**src/rtl/pipe_stall_ctrl.sv**
```systemverilog
// pipe_stall_ctrl: stall/flush scheduler beside the ID stage of the 5-stage MIPS core.
// It detects load-use hazards, sequences multi-cycle mul/div (MDU) operations with a
// watchdog, and drives the PC/IF-ID write enable, the ID/EX bubble and the IF flush.
// Build option: define DELAY_SLOT_EN when the branch delay slot is architectural;
// if_flush is then tied low. Without it, a taken branch squashes the fetched successor.
// o_dbg_state exposes the FSM state (0 = RUN, 1 = LU_STALL, 2 = MDU_WAIT).
module pipe_stall_ctrl #(
    parameter int LU_STALL_CYC = 1,
    parameter int MDU_MAX_CYC  = 40
) (
    input  logic       clock,
    input  logic       reset,
    input  logic       id_valid,
    input  logic [4:0] id_rs,
    input  logic [4:0] id_rt,
    input  logic       id_use_rs,
    input  logic       id_use_rt,
    input  logic       id_store,
    input  logic       id_mdu,
    input  logic       br_taken,
    input  logic       ex_wreg,
    input  logic       ex_m2reg,
    input  logic [4:0] ex_rn,
    input  logic       mdu_done,
    output logic       wpcir,
    output logic       id_bubble,
    output logic       if_flush,
    output logic       mdu_start,
    output logic       mdu_busy,
    output logic       mdu_err,
    output logic [1:0] o_dbg_state
);

    localparam logic [1:0]  ST_RUN      = 2'd0;
    localparam logic [1:0]  ST_LU_STALL = 2'd1;
    localparam logic [1:0]  ST_MDU_WAIT = 2'd2;
    localparam logic [15:0] LU_CNT_INIT = 16'(LU_STALL_CYC - 1);
    localparam logic [15:0] MDU_LAST    = 16'(MDU_MAX_CYC - 1);

    logic [1:0]  r_state;
    logic [1:0]  w_state_nxt;
    logic [15:0] r_cnt;
    logic [15:0] w_cnt_nxt;
    logic        r_mdu_err;
    logic        w_mdu_err_nxt;
    logic        w_rs_hit;
    logic        w_rt_hit;
    logic        w_lu;
    logic        w_mdu_req;
    logic        w_mdu_release;

    // MDU handshake: mdu_start is a single-cycle launch pulse issued from RUN; the unit
    // answers with a single-cycle mdu_done pulse, which is honoured only in MDU_WAIT.
    // Release happens on the done cycle itself, or when the watchdog count runs out.

    // A store needs rt only at MEM, where it is forwarded, so it never stalls on rt.
    assign w_rs_hit      = id_use_rs & (ex_rn == id_rs);
    assign w_rt_hit      = id_use_rt & (ex_rn == id_rt) & ~id_store;
    assign w_lu          = id_valid & ex_wreg & ex_m2reg & (ex_rn != 5'd0) & (w_rs_hit | w_rt_hit);
    assign w_mdu_req     = id_valid & id_mdu;
    assign w_mdu_release = mdu_done | (r_cnt >= MDU_LAST);
    assign mdu_err       = r_mdu_err;
    assign o_dbg_state   = r_state;

    // State register: FSM state, shared stall/watchdog counter and sticky error flag.
    always_ff @(posedge clock) begin
        if (reset) begin
            r_state   <= ST_RUN;
            r_cnt     <= 16'd0;
            r_mdu_err <= 1'b0;
        end else begin
            r_state   <= w_state_nxt;
            r_cnt     <= w_cnt_nxt;
            r_mdu_err <= w_mdu_err_nxt;
        end
    end

    // Next-state logic: hazard priority lu > mdu, counter saturates in both directions.
    always_comb begin
        w_state_nxt   = r_state;
        w_cnt_nxt     = r_cnt;
        w_mdu_err_nxt = r_mdu_err;
        case (r_state)
            ST_RUN: begin
                if (w_lu) begin
                    // A single stall cycle needs no extra state: the bubble clears EX.
                    if (LU_STALL_CYC > 1) begin
                        w_state_nxt = ST_LU_STALL;
                        w_cnt_nxt   = LU_CNT_INIT;
                    end
                end else if (w_mdu_req) begin
                    w_state_nxt = ST_MDU_WAIT;
                    w_cnt_nxt   = 16'd0;
                end
            end
            ST_LU_STALL: begin
                w_cnt_nxt = (r_cnt != 16'd0) ? (r_cnt - 16'd1) : 16'd0;
                if (r_cnt <= 16'd1) begin
                    w_state_nxt = ST_RUN;
                end
            end
            ST_MDU_WAIT: begin
                w_cnt_nxt = (r_cnt != 16'hFFFF) ? (r_cnt + 16'd1) : r_cnt;
                if (mdu_done) begin
                    // Done wins over a coinciding watchdog expiry; error left untouched.
                    w_state_nxt = ST_RUN;
                    w_cnt_nxt   = 16'd0;
                end else if (r_cnt >= MDU_LAST) begin
                    w_state_nxt   = ST_RUN;
                    w_cnt_nxt     = 16'd0;
                    w_mdu_err_nxt = 1'b1;
                end
            end
            default: begin
                w_state_nxt = ST_RUN;
                w_cnt_nxt   = 16'd0;
            end
        endcase
    end

    // Output logic: combinational from state and inputs so a stall takes effect this cycle.
    always_comb begin
        wpcir     = 1'b1;
        id_bubble = 1'b0;
        mdu_start = 1'b0;
        mdu_busy  = 1'b0;
        if (reset) begin
            wpcir     = 1'b1;
            id_bubble = 1'b1;
        end else begin
            case (r_state)
                ST_RUN: begin
                    if (w_lu) begin
                        wpcir     = 1'b0;
                        id_bubble = 1'b1;
                    end else if (w_mdu_req) begin
                        mdu_start = 1'b1;
                        wpcir     = 1'b0;
                        id_bubble = 1'b1;
                    end
                end
                ST_LU_STALL: begin
                    wpcir     = 1'b0;
                    id_bubble = 1'b1;
                end
                ST_MDU_WAIT: begin
                    mdu_busy  = 1'b1;
                    wpcir     = w_mdu_release;
                    id_bubble = ~w_mdu_release;
                end
                default: begin
                    wpcir     = 1'b1;
                    id_bubble = 1'b0;
                end
            endcase
        end
`ifdef DELAY_SLOT_EN
        if_flush = 1'b0;
`else
        // A taken branch squashes the successor only once the pipe is advancing.
        if_flush = br_taken & wpcir & ~reset;
`endif
    end

endmodule
```
**config.mk**
```make
export PLATFORM = sky130hd
export DESIGN_NAME = pipe_stall_ctrl
export DESIGN_NICKNAME = d
export VERILOG_FILES = /design/src/rtl/pipe_stall_ctrl.sv
export SDC_FILE = /design/constraint.sdc
export NUM_CORES = 1
export LEC_CHECK = 0
export ABC_AREA = 1
export BUFFER_PORTS_ARGS = -buffer_cell sky130_fd_sc_hd__buf_4
export CAP_MARGIN = 20
export CELL_PAD_IN_SITES_DETAIL_PLACEMENT = 1
export CELL_PAD_IN_SITES_GLOBAL_PLACEMENT = 1
export CORE_UTILIZATION = 34
export DETAILED_ROUTE_END_ITERATION = 10
export GPL_TIMING_DRIVEN = 0
export PLACE_DENSITY = 0.84
export SLEW_MARGIN = 20
export SYNTH_ARGS = -nofsm -noshare
export SYNTH_HDL_FRONTEND = slang
export SYNTH_SLANG_ARGS = --single-unit
export TNS_END_PERCENT = 5
```
**constraint.sdc**
```tcl
create_clock -name clock -period 1.9 [get_ports clock]
set_clock_uncertainty 0.05 [all_clocks]
set_input_delay 0 -clock clock [delete_from_list [all_inputs] [get_ports clock]]
set_output_delay 0 -clock clock [all_outputs]
set_load 0.03 [all_outputs]
```
==> impl_results.md, run 1 <==
* Outcome: finished clean
* Slew @ Worst Pin at 542 ps
* Met1 Resource Use GR at 24.3%
* Adder-Cell Fraction of Synth Area at 1.12%
* CP startpoint kind: flip-flop
* Hold Path Depth at 5
* Num Clock Sinks at 18
* Combinational power share at 26.1%
* Syn Nets at 207
* Later-pin clock latency in the skew report at 310 ps
* Largest net degree at the start of global routing at 11
* #FFs+latches synth at 18
* Synth area leader: dfxtp_1
* Die width at 59.2 um
* Post-synth cell types at 22
* Worst vdd ir at 0.332 mV
* Mean post-synth cell area at 6.18 um^2
* Antenna violations before repair at 0
* Synth Instances at 180
* Die H at 59.2 um
* Max Root-Sink Buffers at 2
* Final Hold Viols at 0
* Critical path data arrival time at 1720 ps
* WP data required at 1850 ps
* Die ar. at 3500 um^2
* Total core area at 3080 um^2
* Crit path capture type: output port
* Port Buffers at 32
* Vias in the first global route at 1,281
* Yosys warns at 0
* Post-synth top area share at 32.4%
* Most Used Layer, Global Route: met2
* MaxCap Viol Count at 0
* Fin Hold WS at 161 ps
* Ports at 34
* FF-to-FF path depth at 11
* DRT Pass-1 Iters at 4
* Switching pwr at 0.277 mW
* Placed instance count at 256
* CP max stage delay at 360 ps
* Detailed Route WL at 3.27 mm
* Layout cells sized above 1 at 27.9%
* CTS tree: built
* Drt wl/cell at 12.4 um
* GRT Util Overall at 21.4%
* DRT antenna net count at 0
* PD cells at 596 nW/um^2
* GR Util met2 at 40.4%
* Most frequent CP cell: nand2_1
* Post-route clock period utilization at 93.0%
* Synth area leaders: dfxtp_1 (32%), nand2_1 (17%), nor2_1 (11%)
* Synth-to-layout area growth at 33.6%
* First-pass GRT wire length at 5.62 mm
* Dpl hpwl at 2.52 mm
* Simple-Gate Fraction of Synth Area at 51.5%
* Final setup fails at 0
* Via Count at 1,243
* Relative slew slack at 63.8%
* Routability cong. at 0.818
* Clock power frac at 27.9%
* Global route total overflow at 0
* Internal power at 0.609 mW
* Core Util, Final at 48.3%
* Root Buffer: clkbuf_4
* DRC viols at 0
* TritonCTS buffer count at 3
* Dpl cell area at 1410 um^2
* Antenna diodes at 0
* Initial Util at 36.1%
* Clock slew seen by the registers of the worst setup and hold paths at 120 ps
* CTS H-tree lvls at 1
* Pleak at 0.777 nW
* Final Critical Period at 1770 ps
* Largest family of logic cells by synthesized area: simple AND/OR/NAND/NOR gates
* Max Slew Vio Count at 0
* Final Non-Filler Cells at 263
* Sequential share of power at 46.0%
* Register area share after synthesis at 32.4%
* Crit Path Max Fanout at 4
* Sw frac at 31.3%
* Fmax at 566 MHz
* Critical path class: flip-flop to output port
* Compound-Gate Fraction of Synth Area at 1.24%
* Fin area at 1490 um^2
* Via/cell ratio at 4.73
* Post-synthesis mux area share at 0%
* Crit path max-delay cell type: dfxtp_2
* Post-Synth XOR/XNOR Area at 1.57%
* FP Rows at 20
* Crit-path cells: ha_1, nand2_1, nand2_1, nand2_1, nand3_1, nor2_4, nand2_2, nand3_2, nor2_1, buf_4
* Grt met3 use at 3.93%
* Mapped cell area at 1110 um^2
* Final Net Count at 247
* Starting DRT DRC Count at 18
* HP Class: input port to flip-flop
## placed cells by master, fill, tap and decap left out
master,n
nand2_1,49
buf_4,34
nor2_1,32
inv_1,23
nand3_1,19
dfxtp_1,16
nor3_2,5
nor2_2,5
inv_2,4
nand4_1,3
nor3_1,3
clkbuf_4,3
nand2_2,2
buf_1,2
nand2_4,2
xor2_1,2
nand3b_1,2
dlygate4sd3_1,2
dfxtp_2,2
nor2_4,1
clkinv_1,1
nand3_2,1
buf_6,1
o21bai_1,1
o22ai_1,1
ha_1,1
conb_1,1
clkbuf_8,1
## worst paths after layout
| check | start | slack, ps | to |
|---|---|---|---|
| worst max-delay path | r_cnt[0]$_SDFFE_PP0P_ | 130 | if_flush |
| worst min-delay path | id_mdu | 160 | o_dbg_state[1]$_SDFFE_PP0P_ |
| worst max register to register | r_cnt[0]$_SDFFE_PP0P_ | 250 | r_cnt[4]$_SDFFE_PP0P_ |
| worst min register to register | r_cnt[14]$_SDFFE_PP0P_ | 400 | r_cnt[14]$_SDFFE_PP0P_ |
## power groups by stage
stage | clock (mW) | sequential, mW | combinational, mW
floorplan | 0 | 0.414 | 0.130
global placement | 0 | 0.413 | 0.210
detailed placement | 0 | 0.414 | 0.220
CTS | 0.253 | 0.406 | 0.231
global route | 0.266 | 0.409 | 0.260
finish | 0.247 | 0.407 | 0.231
## cells by family after synthesis
| group | after synthesis |
|---|---|
| compound gates | 2 |
| buf+inv | 32 |
| other cells | 1 |
| fa+ha+maj | 1 |
| xor+xnor | 2 |
| flops | 18 |
| simple gates | 124 |
## worst max-delay path: cells and delay by family, from the launching register on
| family | cells | cell delay [ps] |
|---|---|---|
| DFF | 1 | 360 |
| buffers and inverters | 1 | 160 |
| and+or+nand+nor | 8 | 680 |
| adders and majority gates | 1 | 210 |
## repair_timing
action | in CTS | in global routing
pin swaps | 1 | 1
setup buffers | 1 | 0
resized for setup | 1 | 4
hold buffers | 2 | 0
endpoints found under the hold margin | 2 | 0
endpoints found under the setup margin | 3 | 3
## final cells by class
type                            count  area [um^2]
Clock buffer                        4         36.3
Tap cell                           44         55.1
Multi-Input combinational cell    130          633
Inverter                           28          105
Fill cell                         426         1590
Sequential cell                    18          363
Timing Repair Buffer               35          268
Buffer                              4         26.3
## Yosys cell counts
| cell type | instances |
|---|---|
| buf_1 | 2 |
| buf_4 | 1 |
| buf_6 | 1 |
| clkinv_1 | 1 |
| conb_1 | 1 |
| dfxtp_1 | 18 |
| ha_1 | 1 |
| inv_1 | 23 |
| inv_2 | 4 |
| nand2_1 | 50 |
| nand2_2 | 1 |
| nand2_4 | 2 |
| nand3_1 | 20 |
| nand3b_1 | 2 |
| nand4_1 | 3 |
| nor2_1 | 32 |
| nor2_2 | 6 |
| nor3_1 | 3 |
| nor3_2 | 5 |
| o21bai_1 | 1 |
| o22ai_1 | 1 |
| xor2_1 | 2 |
## sequential cells by signal, indices dropped and copies added, names as in the netlist
register,cells
r_cnt,16
mdu_err,1
o_dbg_state,1
## routing by layer
layer | vias to the layer above | part of all wire, %
li1 | 632 | -
met1 | 588 | 41
met2 | 18 | 55
met3 | 5 | 3.1
met4 | 0 | 0.58
met5 | - | 0
## stage by stage
step	power, mW	setup TNS, ps	setup slack [ps]
2_1_floorplan	0.544	0	120
3_3_place_gp	0.623	0	207
3_5_place_dp	0.634	0	184
4_1_cts	0.890	0	31.5
5_1_grt	0.935	-2.69	-2.69
6_report	0.885	0	132
No activity file was read; power rests on OpenSTA's default activity.
==> run 2, diff against run 1 <==
--- a/config.mk
+++ b/config.mk
@@ -6,9 +6,10 @@
 export NUM_CORES = 1
 export LEC_CHECK = 0
 export ABC_AREA = 1
+export ABC_CLOCK_PERIOD_IN_PS = 1900
 export BUFFER_PORTS_ARGS = -buffer_cell sky130_fd_sc_hd__buf_4
 export CAP_MARGIN = 20
-export CELL_PAD_IN_SITES_DETAIL_PLACEMENT = 1
+export CELL_PAD_IN_SITES_DETAIL_PLACEMENT = 0
 export CELL_PAD_IN_SITES_GLOBAL_PLACEMENT = 1
 export CORE_UTILIZATION = 34
 export DETAILED_ROUTE_END_ITERATION = 10
==> impl_results.md, run 2 (synthesis results as in run 1) <==
* Fmax at 573 MHz (+1.3%)
* Final Hold Viols at 0 (unchanged)
* Antenna diodes at 0 (unchanged)
* Max Root-Sink Buffers at 2 (unchanged)
* CTS tree: built
* Final Net Count at 247 (unchanged)
* Sequential share of power at 46.9% (+0.9 points)
* Port Buffers at 32 (unchanged)
* Pre-CTS WS at 210 ps (+26.1 ps)
* FF-to-FF path depth at 11 (unchanged)
* Fin Hold WS at 141 ps (-19.6 ps)
* Initial Util at 36.1% (unchanged)
* Critical path data arrival time at 1690 ps (-30 ps)
* Root Buffer: clkbuf_4
* Crit path max-delay cell type: dfxtp_2
* Largest Register: r_cnt
* Relative slew slack at 64.1% (+0.28 points)
* CTS H-tree lvls at 1 (unchanged)
* Clock slew seen by the registers of the worst setup and hold paths at 100 ps (-20 ps)
* CP max stage delay at 350 ps (about the same)
* RSZ-0062 raised after global routing: no
* Starting DRT DRC Count at 33 (+15)
* Largest delay share family, worst path: simple AND/OR/NAND/NOR gates
* Die width at 59.2 um (unchanged)
* FP Rows at 20 (unchanged)
* Combinational power share at 25.8% (-0.3 points)
* Drt wl/cell at 9.75 um (-22%)
* Largest net degree at the start of global routing at 11 (unchanged)
* Max reg flops at 16 (unchanged)
* Most frequent cells in the layout: nand2_1 (48), buf_4 (34), nor2_1 (32)
* Fill cells at 333 (-22%)
* Final setup fails at 0 (unchanged)
* First-pass GRT wire length at 4.32 mm (-23%)
* PD cells at 579 nW/um^2 (-2.7%)
* Crit path capture type: output port
* Layout cells sized above 1 at 28.8% (+0.91 points)
* Post-route setup TNS at 0 ps (unchanged)
* Die ar. at 3500 um^2 (unchanged)
* Post-route clock period utilization at 91.8% (-1.2 points)
* CP Launch Point: r_cnt[0]$_SDFFE_PP0P_
* Via Count at 1,134 (-8.8%)
* Num Clock Sinks at 18 (unchanged)
* DRT Pass-1 Iters at 6 (+2)
* HP Class: input port to flip-flop
* Global route total overflow at 0 (unchanged)
* Die H at 59.2 um (unchanged)
* WP depth at 10 (unchanged)
* Crit-path cells: ha_1, nand2_2, nand2_1, nand2_1, nand3_2, nor2_4, nand2_2, nand3_2, nor2_1, buf_4
* Buf/Inv on CP at 1 (unchanged)
* DRC viols at 0 (unchanged)
* GRT Util Overall at 15.8% (-5.6 points)
* Dpl hpwl at 1.94 mm (-23%)
* Total core area at 3080 um^2 (unchanged)
* Hold Path Depth at 6 (+1)
* Worst setup margin at 155 ps (+23.0 ps)
* Ports at 34 (unchanged)
* Antenna violations before repair at 0 (unchanged)
* Vias in the first global route at 1,094 (-15%)
* Switching pwr at 0.257 mW (-7.0%)
* Critical path class: flip-flop to output port
* Final Critical Period at 1740 ps (-23.0 ps)
* Slew @ Worst Pin at 538 ps (-4.20 ps)
* Sw frac at 29.7% (-1.5 points)
* Reg2Reg Launch Point: r_cnt[0]$_SDFFE_PP0P_
* Later-pin clock latency in the skew report at 290 ps (-20 ps)
* DRT antenna net count at 0 (unchanged)
* Synth-to-layout area growth at 34.3%
* Routability cong. at 0.818 (unchanged)
* Max Slew Vio Count at 0 (unchanged)
* Detailed Route WL at 2.57 mm (-22%)
* TritonCTS buffer count at 3 (unchanged)
* Hold Crit Start: id_mdu
* Internal power at 0.608 mW (about the same)
* MaxCap Viol Count at 0 (unchanged)
* Pleak at 0.785 nW (+1.0%)
* Most common cell after layout, fill and taps aside: nand2_1
* Outcome: finished clean
* Via/cell ratio at 4.31 (-8.8%)
* Clock power frac at 27.3% (-0.6 points)
* CP startpoint kind: flip-flop
* Worst vdd ir at 0.587 mV (+77%)
* WP data required at 1850 ps (about the same)
* Crit Path Max Fanout at 4 (unchanged)
## run 2: cell counts in the layout (fill, tap and decap cells not counted)
Identical to the previous run, type by type.
## run 2: worst paths after layout
kind                                                to  slack (ps)
worst min register to register  r_cnt[15]$_SDFFE_PP0P_         410
worst max register to register   r_cnt[0]$_SDFFE_PP0P_         310
worst min-delay path            r_cnt[12]$_SDFFE_PP0P_         140
worst max-delay path                          if_flush         160
## run 2: routing by layer
metal / vias to the layer above / track usage [%] / wire length [um]
met5: - / 0 / 0
met4: 0 / 2.72 / 0
met3: 0 / 3.28 / 94
met2: 24 / 27.8 / 1270
met1: 483 / 19.8 / 1200
li1: 627 / - / -
## run 2: worst register-to-register path, delay by kind of cell, from the launching register on
kind	cells	cell delay (ps)
fa+ha+maj	1	220
simple gates	9	750
buf+inv	1	160
flops	1	350
## run 2: stage by stage
step           power (mW)  cells  cell area (um^2)  utilization (%)
2_1_floorplan       0.544    180              1110                -
3_3_place_gp        0.623    256              1410             45.7
3_5_place_dp        0.627    256              1410             45.7
4_1_cts             0.867    263              1480             48.0
5_1_grt             0.920    263              1490             48.5
6_report            0.865    263              1490             48.5
## run 2: area by class of cell
type                       count  area, um^2  share of cell area [%]
timing repair buffer          35         268                    17.9
tap                           44        55.1                    3.69
clock buffer                   4        36.3                    2.43
inverter                      28         105                    7.04
sequential                    18         363                    24.3
multi-input combinational    130         641                    42.9
buffer                         4        26.3                    1.76
## run 2: what timing repair did
| action | 4_1_cts | 5_1_grt |
|---|---|---|
| pin swaps | 1 | 1 |
| setup endpoints to repair | 3 | 3 |
| resized for setup | 1 | 6 |
| buffers inserted | 1 | 0 |
| hold endpoints to repair | 2 | 0 |
| hold buffers | 2 | 0 |
## run 2: power by group through the flow
stage          Sequential [mW]  Combinational (mW)  Clock [mW]
6_report                 0.406               0.223       0.236
5_1_grt                  0.408               0.252       0.260
4_1_cts                  0.405               0.223       0.239
3_5_place_dp             0.414               0.213           0
3_3_place_gp             0.413               0.210           0
2_1_floorplan            0.414               0.130           0
